**src/rtl/muldiv_sched_pkg.sv**
```systemverilog
// Shared types for the mul/div scheduler: FSM state encoding and the per-slot request bundle.
package muldiv_sched_pkg;

    localparam int MD_W = 32;

    typedef enum logic [1:0] {
        ST_IDLE  = 2'd0,
        ST_BUSY1 = 2'd1,
        ST_BUSY2 = 2'd2,
        ST_DONE  = 2'd3
    } muldiv_state_t;

    typedef struct packed {
        logic            is_div;
        logic            sign;
        logic [MD_W-1:0] a;
        logic [MD_W-1:0] b;
    } muldiv_req_t;

endpackage

```
**src/rtl/muldiv_sched_if.sv**
```systemverilog
// Start/operand/result pins between the scheduler (master) and the shared multiplier/divider (slave).
interface muldiv_sched_if #(
    parameter int W = 32
);
    logic           mul_start;
    logic           mul_sign;
    logic [W-1:0]   mul_a;
    logic [W-1:0]   mul_b;
    logic           mul_ready;
    logic [2*W-1:0] mul_result;

    logic           div_start;
    logic           div_sign;
    logic           div_annul;
    logic [W-1:0]   div_a;
    logic [W-1:0]   div_b;
    logic           div_ready;
    logic [2*W-1:0] div_result;

    modport master (
        output mul_start, mul_sign, mul_a, mul_b,
        input  mul_ready, mul_result,
        output div_start, div_sign, div_annul, div_a, div_b,
        input  div_ready, div_result
    );

    modport slave (
        input  mul_start, mul_sign, mul_a, mul_b,
        output mul_ready, mul_result,
        input  div_start, div_sign, div_annul, div_a, div_b,
        output div_ready, div_result
    );
endinterface

```
**src/rtl/muldiv_opmux.sv**
```systemverilog
// Registered operand/sign latch and one-cycle start/annul pulse generator for the two units.
module muldiv_opmux
    import muldiv_sched_pkg::*;
(
    input  logic           clk,
    input  logic           rst,
    input  logic           issue,
    input  muldiv_req_t    req,
    input  logic           annul,
    muldiv_sched_if.master unit
);

    // Operands change only when their own unit is issued, so they stay stable for the whole BUSY state.
    always_ff @(posedge clk or negedge rst) begin
        if (!rst) begin
            unit.mul_start <= 1'b0;
            unit.mul_sign  <= 1'b0;
            unit.mul_a     <= '0;
            unit.mul_b     <= '0;
            unit.div_start <= 1'b0;
            unit.div_sign  <= 1'b0;
            unit.div_annul <= 1'b0;
            unit.div_a     <= '0;
            unit.div_b     <= '0;
        end else begin
            unit.mul_start <= issue && !req.is_div;
            unit.div_start <= issue && req.is_div;
            unit.div_annul <= annul;
            if (issue && !req.is_div) begin
                unit.mul_sign <= req.sign;
                unit.mul_a    <= req.a;
                unit.mul_b    <= req.b;
            end
            if (issue && req.is_div) begin
                unit.div_sign <= req.sign;
                unit.div_a    <= req.a;
                unit.div_b    <= req.b;
            end
        end
    end

endmodule

```
**src/rtl/muldiv_sched.sv**
```systemverilog
// In-order scheduler for the shared multiplier/divider: slot 1 then slot 2, per-slot result capture, stall and flush.
module muldiv_sched
    import muldiv_sched_pkg::*;
#(
    parameter int W = MD_W
) (
    input  logic           clk,
    input  logic           rst,
    input  logic           req1,
    input  logic           req2,
    input  logic           is_div1,
    input  logic           is_div2,
    input  logic           sign1,
    input  logic           sign2,
    input  logic [W-1:0]   a1,
    input  logic [W-1:0]   b1,
    input  logic [W-1:0]   a2,
    input  logic [W-1:0]   b2,
    input  logic           adv,
    input  logic           flush,
    muldiv_sched_if.master unit,
    output logic [2*W-1:0] res1,
    output logic [2*W-1:0] res2,
    output logic           res1_vld,
    output logic           res2_vld,
    output logic           stall
);

    localparam logic [1:0] S_IDLE  = ST_IDLE;
    localparam logic [1:0] S_BUSY1 = ST_BUSY1;
    localparam logic [1:0] S_BUSY2 = ST_BUSY2;
    localparam logic [1:0] S_DONE  = ST_DONE;

    logic [1:0]     state;
    logic [1:0]     state_nxt;
    logic           cur_div;
    logic           busy;
    logic           issue;
    logic           annul;
    logic           sel_ready;
    logic [2*W-1:0] sel_result;
    muldiv_req_t    slot1;
    muldiv_req_t    slot2;
    muldiv_req_t    issue_req;

    assign slot1 = '{is_div: is_div1, sign: sign1, a: a1, b: b1};
    assign slot2 = '{is_div: is_div2, sign: sign2, a: a2, b: b2};

    assign busy       = (state == S_BUSY1) || (state == S_BUSY2);
    assign sel_ready  = cur_div ? unit.div_ready  : unit.mul_ready;
    assign sel_result = cur_div ? unit.div_result : unit.mul_result;
    assign annul      = flush && busy && cur_div;
    assign stall      = (req1 || req2) && (state != S_DONE) && !flush;

    // NOTE: every always_comb output gets a default first, so no path leaves it unassigned and no latch is inferred.
    always_comb begin
        state_nxt = state;
        issue     = 1'b0;
        issue_req = slot1;
        if (flush) begin
            state_nxt = S_IDLE;
        end else begin
            case (state)
                S_IDLE: begin
                    if (req1) begin
                        state_nxt = S_BUSY1;
                        issue     = 1'b1;
                    end else if (req2) begin
                        state_nxt = S_BUSY2;
                        issue     = 1'b1;
                        issue_req = slot2;
                    end
                end
                S_BUSY1: begin
                    if (sel_ready) begin
                        if (req2) begin
                            state_nxt = S_BUSY2;
                            issue     = 1'b1;
                            issue_req = slot2;
                        end else begin
                            state_nxt = S_DONE;
                        end
                    end
                end
                S_BUSY2: begin
                    if (sel_ready) state_nxt = S_DONE;
                end
                S_DONE: begin
                    if (adv) state_nxt = S_IDLE;
                end
            endcase
        end
    end

    // NOTE: registered state uses non-blocking assignments so every flop samples pre-edge values.
    always_ff @(posedge clk or negedge rst) begin
        if (!rst) begin
            state    <= S_IDLE;
            cur_div  <= 1'b0;
            res1     <= '0;
            res2     <= '0;
            res1_vld <= 1'b0;
            res2_vld <= 1'b0;
        end else begin
            state <= state_nxt;
            if (issue) cur_div <= issue_req.is_div;
            if (flush || (state == S_DONE && adv)) begin
                res1_vld <= 1'b0;
                res2_vld <= 1'b0;
            end else if (busy && sel_ready) begin
                if (state == S_BUSY1) begin
                    res1     <= sel_result;
                    res1_vld <= 1'b1;
                end else begin
                    res2     <= sel_result;
                    res2_vld <= 1'b1;
                end
            end
        end
    end

    muldiv_opmux u_opmux (
        .clk   (clk),
        .rst   (rst),
        .issue (issue),
        .req   (issue_req),
        .annul (annul),
        .unit  (unit)
    );

endmodule

```
**src/flat_wrapper.sv**
```systemverilog
// flat-port wrapper written by rule: the top's interface ports become plain ports
module muldiv_sched_flat import muldiv_sched_pkg::*;
#(
    parameter int W = MD_W
)
  (clk, rst, req1, req2, is_div1, is_div2, sign1, sign2, a1, b1, a2, b2, adv, flush, res1, res2, res1_vld, res2_vld, stall, unit_mul_start, unit_mul_sign, unit_mul_a, unit_mul_b, unit_mul_ready, unit_mul_result, unit_div_start, unit_div_sign, unit_div_annul, unit_div_a, unit_div_b, unit_div_ready, unit_div_result);
  muldiv_sched_if #(.W(W)) unit_i ();
  input  logic clk;
  input  logic rst;
  input  logic req1;
  input  logic req2;
  input  logic is_div1;
  input  logic is_div2;
  input  logic sign1;
  input  logic sign2;
  input  logic [W-1:0] a1;
  input  logic [W-1:0] b1;
  input  logic [W-1:0] a2;
  input  logic [W-1:0] b2;
  input  logic adv;
  input  logic flush;
  output logic [2*W-1:0] res1;
  output logic [2*W-1:0] res2;
  output logic res1_vld;
  output logic res2_vld;
  output logic stall;
  output wire logic [$bits(unit_i.mul_start)-1:0] unit_mul_start;
  output wire logic [$bits(unit_i.mul_sign)-1:0] unit_mul_sign;
  output wire logic [$bits(unit_i.mul_a)-1:0] unit_mul_a;
  output wire logic [$bits(unit_i.mul_b)-1:0] unit_mul_b;
  input wire logic [$bits(unit_i.mul_ready)-1:0] unit_mul_ready;
  input wire logic [$bits(unit_i.mul_result)-1:0] unit_mul_result;
  output wire logic [$bits(unit_i.div_start)-1:0] unit_div_start;
  output wire logic [$bits(unit_i.div_sign)-1:0] unit_div_sign;
  output wire logic [$bits(unit_i.div_annul)-1:0] unit_div_annul;
  output wire logic [$bits(unit_i.div_a)-1:0] unit_div_a;
  output wire logic [$bits(unit_i.div_b)-1:0] unit_div_b;
  input wire logic [$bits(unit_i.div_ready)-1:0] unit_div_ready;
  input wire logic [$bits(unit_i.div_result)-1:0] unit_div_result;
  assign unit_mul_start = unit_i.mul_start;
  assign unit_mul_sign = unit_i.mul_sign;
  assign unit_mul_a = unit_i.mul_a;
  assign unit_mul_b = unit_i.mul_b;
  assign unit_i.mul_ready = unit_mul_ready;
  assign unit_i.mul_result = unit_mul_result;
  assign unit_div_start = unit_i.div_start;
  assign unit_div_sign = unit_i.div_sign;
  assign unit_div_annul = unit_i.div_annul;
  assign unit_div_a = unit_i.div_a;
  assign unit_div_b = unit_i.div_b;
  assign unit_i.div_ready = unit_div_ready;
  assign unit_i.div_result = unit_div_result;
  muldiv_sched #(.W(W)) u_core (.clk(clk), .rst(rst), .req1(req1), .req2(req2), .is_div1(is_div1), .is_div2(is_div2), .sign1(sign1), .sign2(sign2), .a1(a1), .b1(b1), .a2(a2), .b2(b2), .adv(adv), .flush(flush), .unit(unit_i), .res1(res1), .res2(res2), .res1_vld(res1_vld), .res2_vld(res2_vld), .stall(stall));
endmodule
```
**config.mk**
```make
export PLATFORM = sky130hd
export DESIGN_NAME = muldiv_sched_flat
export DESIGN_NICKNAME = d
export VERILOG_FILES = /design/src/rtl/muldiv_sched_pkg.sv /design/src/rtl/muldiv_sched_if.sv /design/src/rtl/muldiv_opmux.sv /design/src/rtl/muldiv_sched.sv /design/src/flat_wrapper.sv
export SDC_FILE = /design/constraint.sdc
export NUM_CORES = 1
export LEC_CHECK = 0
export CAP_MARGIN = 5
export CORE_AREA = 2 2 206 208
export DETAILED_ROUTE_END_ITERATION = 16
export DIE_AREA = 0 0 208 210
export GPL_TIMING_DRIVEN = 0
export PLACE_DENSITY = 0.56
export RECOVER_POWER = 25
export SYNTH_ARGS = -nofsm -noshare
export SYNTH_HDL_FRONTEND = slang
export SYNTH_HIERARCHICAL = 1
export SYNTH_SLANG_ARGS = --single-unit
```
**constraint.sdc**
```tcl
create_clock -name clk -period 2.2 [get_ports clk]
set_input_delay 0.66 -clock clk [delete_from_list [all_inputs] [get_ports clk]]
set_output_delay 0.66 -clock clk [all_outputs]
set_load 0.02 [all_outputs]
```
Word level (Yosys, flattened, before mapping):

Cells that the tools add are included.

* equal/unequal tests: 9
* multiplexer cells: 26
* bitwise operators: 2
* reductions and logical operators: 21

Operators by type and width (number)
* 66-bit 2-to-1 mux: 4
* 66-bit case mux with 2 select lines: 1
* 64-bit 2-to-1 mux: 1
* 1-bit 2-to-1 mux: 12
* 2-bit 2-to-1 mux: 6
* 1-bit logical AND: 8
* 2-bit case mux with 4 select lines: 1
* 3-bit by 2-bit != test with 1-bit output (second input constant): 2
* 3-bit AND reduction: 2
* 2-bit == test (second input constant): 2
* 2-bit != test (second input constant): 2
* 4-bit != test (second input constant): 1
* 2-bit AND reduction: 2
* 4-bit AND reduction: 1
* 2-bit nonzero test: 2
* 1-bit logical OR: 3
* 3-bit != test (second input constant): 1
* 2-bit by 1-bit == test with 1-bit output (second input constant): 1
* 1-bit zero test: 2
* 2-bit zero test: 1
* 1-bit NOT: 2
* 1-bit case mux with 2 select lines: 1

* bits in registers: 266
* input port bits: 268
* word-level logic and storage cells: 73

Logic depth before layout (Yosys ltp):

* word-level depth: 6
* mapped depth: 11
* depth with buffers taken out: 9

Modules after synthesis:

The synthesis kept the hierarchy.

Modules (own cells, without submodules)
* muldiv_sched: times used 1, cells an instance 621, area each 6273.5 µm², seq. area each 3328.2 µm²
* muldiv_opmux: times used 1, cells an instance 279, area each 4964.8 µm², seq. area each 3328.2 µm²

Worst setup path before layout:

No wires, ideal clock.

* path kind: register to register
* start: register u_core.state[0]
* end: register u_core.u_opmux.unit.mul_a[0]
* setup time: 0.125 ns
* arrival: 2.129 ns
* required time: 2.075 ns
* slack: -0.054 ns
* stages on the path, launching flop included: 12
* buffers on the path: 3
* period minus slack after synthesis: 2.254 ns
* cell sequence: dfrtp_1 -> inv_1 -> ha_1 -> clkbuf_1 -> nor2b_1 -> a31oi_1 -> o21ai_0 -> nand2_1 -> nor2b_4 -> buf_6 -> buf_6 -> mux2_2

RTL lines
* start, declared: RTL line muldiv_sched.sv:34 `logic [1:0] state;`
* start signal, assigned: RTL line muldiv_sched.sv:105 `state <= state_nxt;`
* end signal, assigned: RTL line muldiv_opmux.sv:31 `unit.mul_a <= req.a;`
* end, declared: RTL line muldiv_sched_if.sv:21 `output mul_start, mul_sign, mul_a, mul_b,`

==> impl_metrics.env <==
export IMPL_routed_wirelength_um=42700
export IMPL_drtIter0Drc=335
export IMPL_grtUsageMet3_pct=6.26
export IMPL_synth_nets=1174
export IMPL_outcome="finished with violations"
export IMPL_syn_to_final_growth_pct=70.4
export IMPL_r2r_cells=11
export IMPL_clock_skew_final_ns=0.0137
export IMPL_core_area_mm2=0.0415
export IMPL_rows=75
export IMPL_ant_nets=0
export IMPL_grt_max_degree=98
export IMPL_die_area_mm2=0.0437
export IMPL_yosysTopAreaCellShare_pct=59.2
export IMPL_worstMarginPinSlew_ns=1.14
export IMPL_dpl_cell_area_mm2=0.0173
export IMPL_grtUsageMet1_pct=21.2
export IMPL_cellPowerDensity_mw_per_mm2=1490
export IMPL_drv_slew=0
export IMPL_cts_tree="done"
export IMPL_setup_viol=124
export IMPL_endpoint_kind="flip-flop"
export IMPL_io_buffers=530
export IMPL_ys_types=36
export IMPL_violations="negative setup slack"
export IMPL_synth_area_top_cells="dfrtp_1, mux2_2, mux2i_1"
export IMPL_finalInstanceArea_mm2=0.0191
export IMPL_synth_area_per_cell_um2=12.5
export IMPL_period_needed_ns=2.29
export IMPL_dpl_worst_slack_ns=-1.08
export IMPL_antenna_found_initial=3
export IMPL_clk_path_buf_depth=3
export IMPL_track_usage_pct=19.0
export IMPL_clock_latency_ns=0.52
export IMPL_hold_viol_final=0
export IMPL_cp_arrival_ns=2.69
export IMPL_gr_total_overflow=0
export IMPL_grt_use_met2_pct=34.3
export IMPL_grt_pass1_wl_um=63200
export IMPL_relSlewSlack_pct=23.7
export IMPL_die_h_um=210
export IMPL_ys_seq_elements=266
export IMPL_drcViolationCount=0
export IMPL_dieWidth_um=208
export IMPL_cts_max_level=2
export IMPL_worstPathRequired_ns=2.60
export IMPL_worstSetupPathType="reg -> reg"
export IMPL_synthCells=900
export IMPL_synth_warnings=6
export IMPL_fin_ws_ns=-0.0908
export IMPL_via_per_inst=4.63
export IMPL_vias=9537
export IMPL_hp_class="in -> async"
export IMPL_top_usage_layer="met2"
export IMPL_cp_max_fo=6
export IMPL_initial_utilization_pct=27.1
export IMPL_cts_sinks=266
export IMPL_place_hpwl_um=32300
export IMPL_ys_seq_area_share_pct=59.2
export IMPL_grt_pass1_vias=10100
export IMPL_layout_nets=1770
export IMPL_synth_top_area_cell="dfrtp_1"
export IMPL_max_freq_mhz=437
export IMPL_gp_congestion=0.834
export IMPL_path_clk_slew_ns=0.06
export IMPL_cts_root_buf="clkbuf_16"
export IMPL_io_pins=532
export IMPL_cap_violations=0
export IMPL_layout_drive_gt1_share_pct=19.8
export IMPL_wl_per_cell_um=20.7
export IMPL_firstDrtPassIters=4
export IMPL_critPathLaunchType="flip-flop"
export IMPL_postLayoutCoreUtil_pct=46.2
export IMPL_min_period_over_period_pct=104
export IMPL_irDropWorstVdd_mv=0.717
export IMPL_syn_area_mm2=0.0112
export IMPL_numCtsBuffers=34
export IMPL_rsz0062_at_grt="true"
export IMPL_leakage_nw=9.00
export IMPL_power_total_mw=28.6
==> power by group <==
part / internal (mW) / switching (mW) / leakage, nW
combinational: 6.87 / 7.53 / 5.09
sequential: 7.26 / 1.20 / 3.32
clock: 3.52 / 2.17 / 0.588
total: 17.7 / 10.9 / 9.00
==> flip-flops by register name, indices dropped and copies added (netlist names), 2 cells and up <==
name / flops
u_core/u_opmux/unit.div_a: 32
u_core/res1: 64
u_core/u_opmux/unit.mul_a: 32
u_core/u_opmux/unit.mul_b: 32
u_core/res2: 64
u_core/u_opmux/unit.div_b: 32
u_core/state: 2
==> cell usage after synthesis (all sizes together) <==
cell type	n
dfrtp	266
nand2	137
mux2	131
o21ai	129
a22o	65
mux2i	64
buf	38
clkbuf	27
inv	8
a21oi	6
ha	6
a211o	3
a211oi	2
a31oi	2
nand2b	2
nor2	2
nor2b	2
a21o	1
and3	1
nand4	1
nand4b	1
nor3	1
o211ai	1
o221ai	1
o31a	1
or2	1
or3b	1
==> worst max-delay path, stage by stage (launching register included) <==
cell and delay [ns]:
dfrtp_1 0.41, inv_2 0.14, ha_4 0.16, nor2b_1 0.19, a31oi_2 0.07, o21ai_2 0.19, nand2_2 0.11, nor2b_4 0.17
buf_12 0.15, buf_12 0.12, clkbuf_16 0.14, mux2_4 0.30
==> final cells by class <==
type | count | area (µm²)
tap | 539 | 674
inverter | 8 | 30.0
clock inverter | 12 | 101
multi-input combinational | 561 | 4470
timing repair buffer | 562 | 5590
buffer | 63 | 552
sequential | 266 | 6660
clock buffer | 50 | 1070
antenna | 1 | 2.50
fill | 3920 | 22300
==> placed cells by master (no fill, tap or decap), drive strengths merged, types with 2 or more instances in the layout <==
cell and count:
dlygate4sd2 114, dlymetal6s2s 17, inv 10, clkbuf 78, nor2 2, a211oi 2
a21oi 6, buf 69, clkdlybuf4s50 397, a31oi 2, nor2b 2, mux2 131
ha 6, a22o 65, nand2 137, mux2i 64, o21ai 129, dfrtp 266
nand2b 2, clkinv 8, a211o 3
==> final timing paths <==
check / start / endpoint / slack, ns
setup / recovery: u_core/state[1] / u_core/u_opmux/unit.mul_b[23] / -0.09
min in group clk: u_core/res2[61] / u_core/res2[61] / 0.47
hold / removal: rst / u_core/u_opmux/unit.div_a[8] / 0.39
max in group asynchronous: rst / u_core/res1[24] / 0.26
hold reg to reg: u_core/res2[61] / u_core/res2[61] / 0.47
setup reg to reg: u_core/state[1] / u_core/u_opmux/unit.mul_b[23] / -0.09
==> logic make-up (layout without fill, tap and decap cells) <==
logic type | after synthesis | after routing | synth area share [%]
AO/OA/AOI/OAI | 211 | 211 | 11.9
multiplexers | 195 | 195 | 18.9
buffers and inverters | 73 | 695 | 4.04
adder cells (fa/ha/maj) | 6 | 6 | 0.668
flip-flops | 266 | 266 | 59.2
AND/OR/NAND/NOR | 149 | 149 | 5.32
other | 0 | 1 | 0
==> routing by layer <==
metal | share of wire, % | up-vias | wire length [µm]
li1 | - | 4397 | -
met1 | 39 | 4691 | 16500
met2 | 51 | 403 | 21800
met3 | 8.4 | 46 | 3610
met4 | 2.0 | 0 | 860
met5 | 0 | - | 0
==> repair_timing <==
| item | in CTS | in global routing |
|---|---|---|
| hold buffers | 0 | 0 |
| setup buffers | 21 | 6 |
| pin swaps | 13 | 5 |
| endpoints found under the setup margin | 371 | 264 |
| gates resized for setup | 191 | 81 |
| cloned | 3 | 1 |
==> per-stage QoR <==
stage / hold slack, ns / std cells / setup TNS [ns]
after global placement: 0.460 / 1969 / -3200.91
after floorplan: 0.364 / 900 / 0
after CTS: 0.136 / 2057 / -7.46
after global routing: 0.483 / 2062 / -21.65
final: 0.395 / 2062 / -4.14
after detailed placement: 0.469 / 1971 / -184.20
No activity file was read; power rests on OpenSTA's default activity.
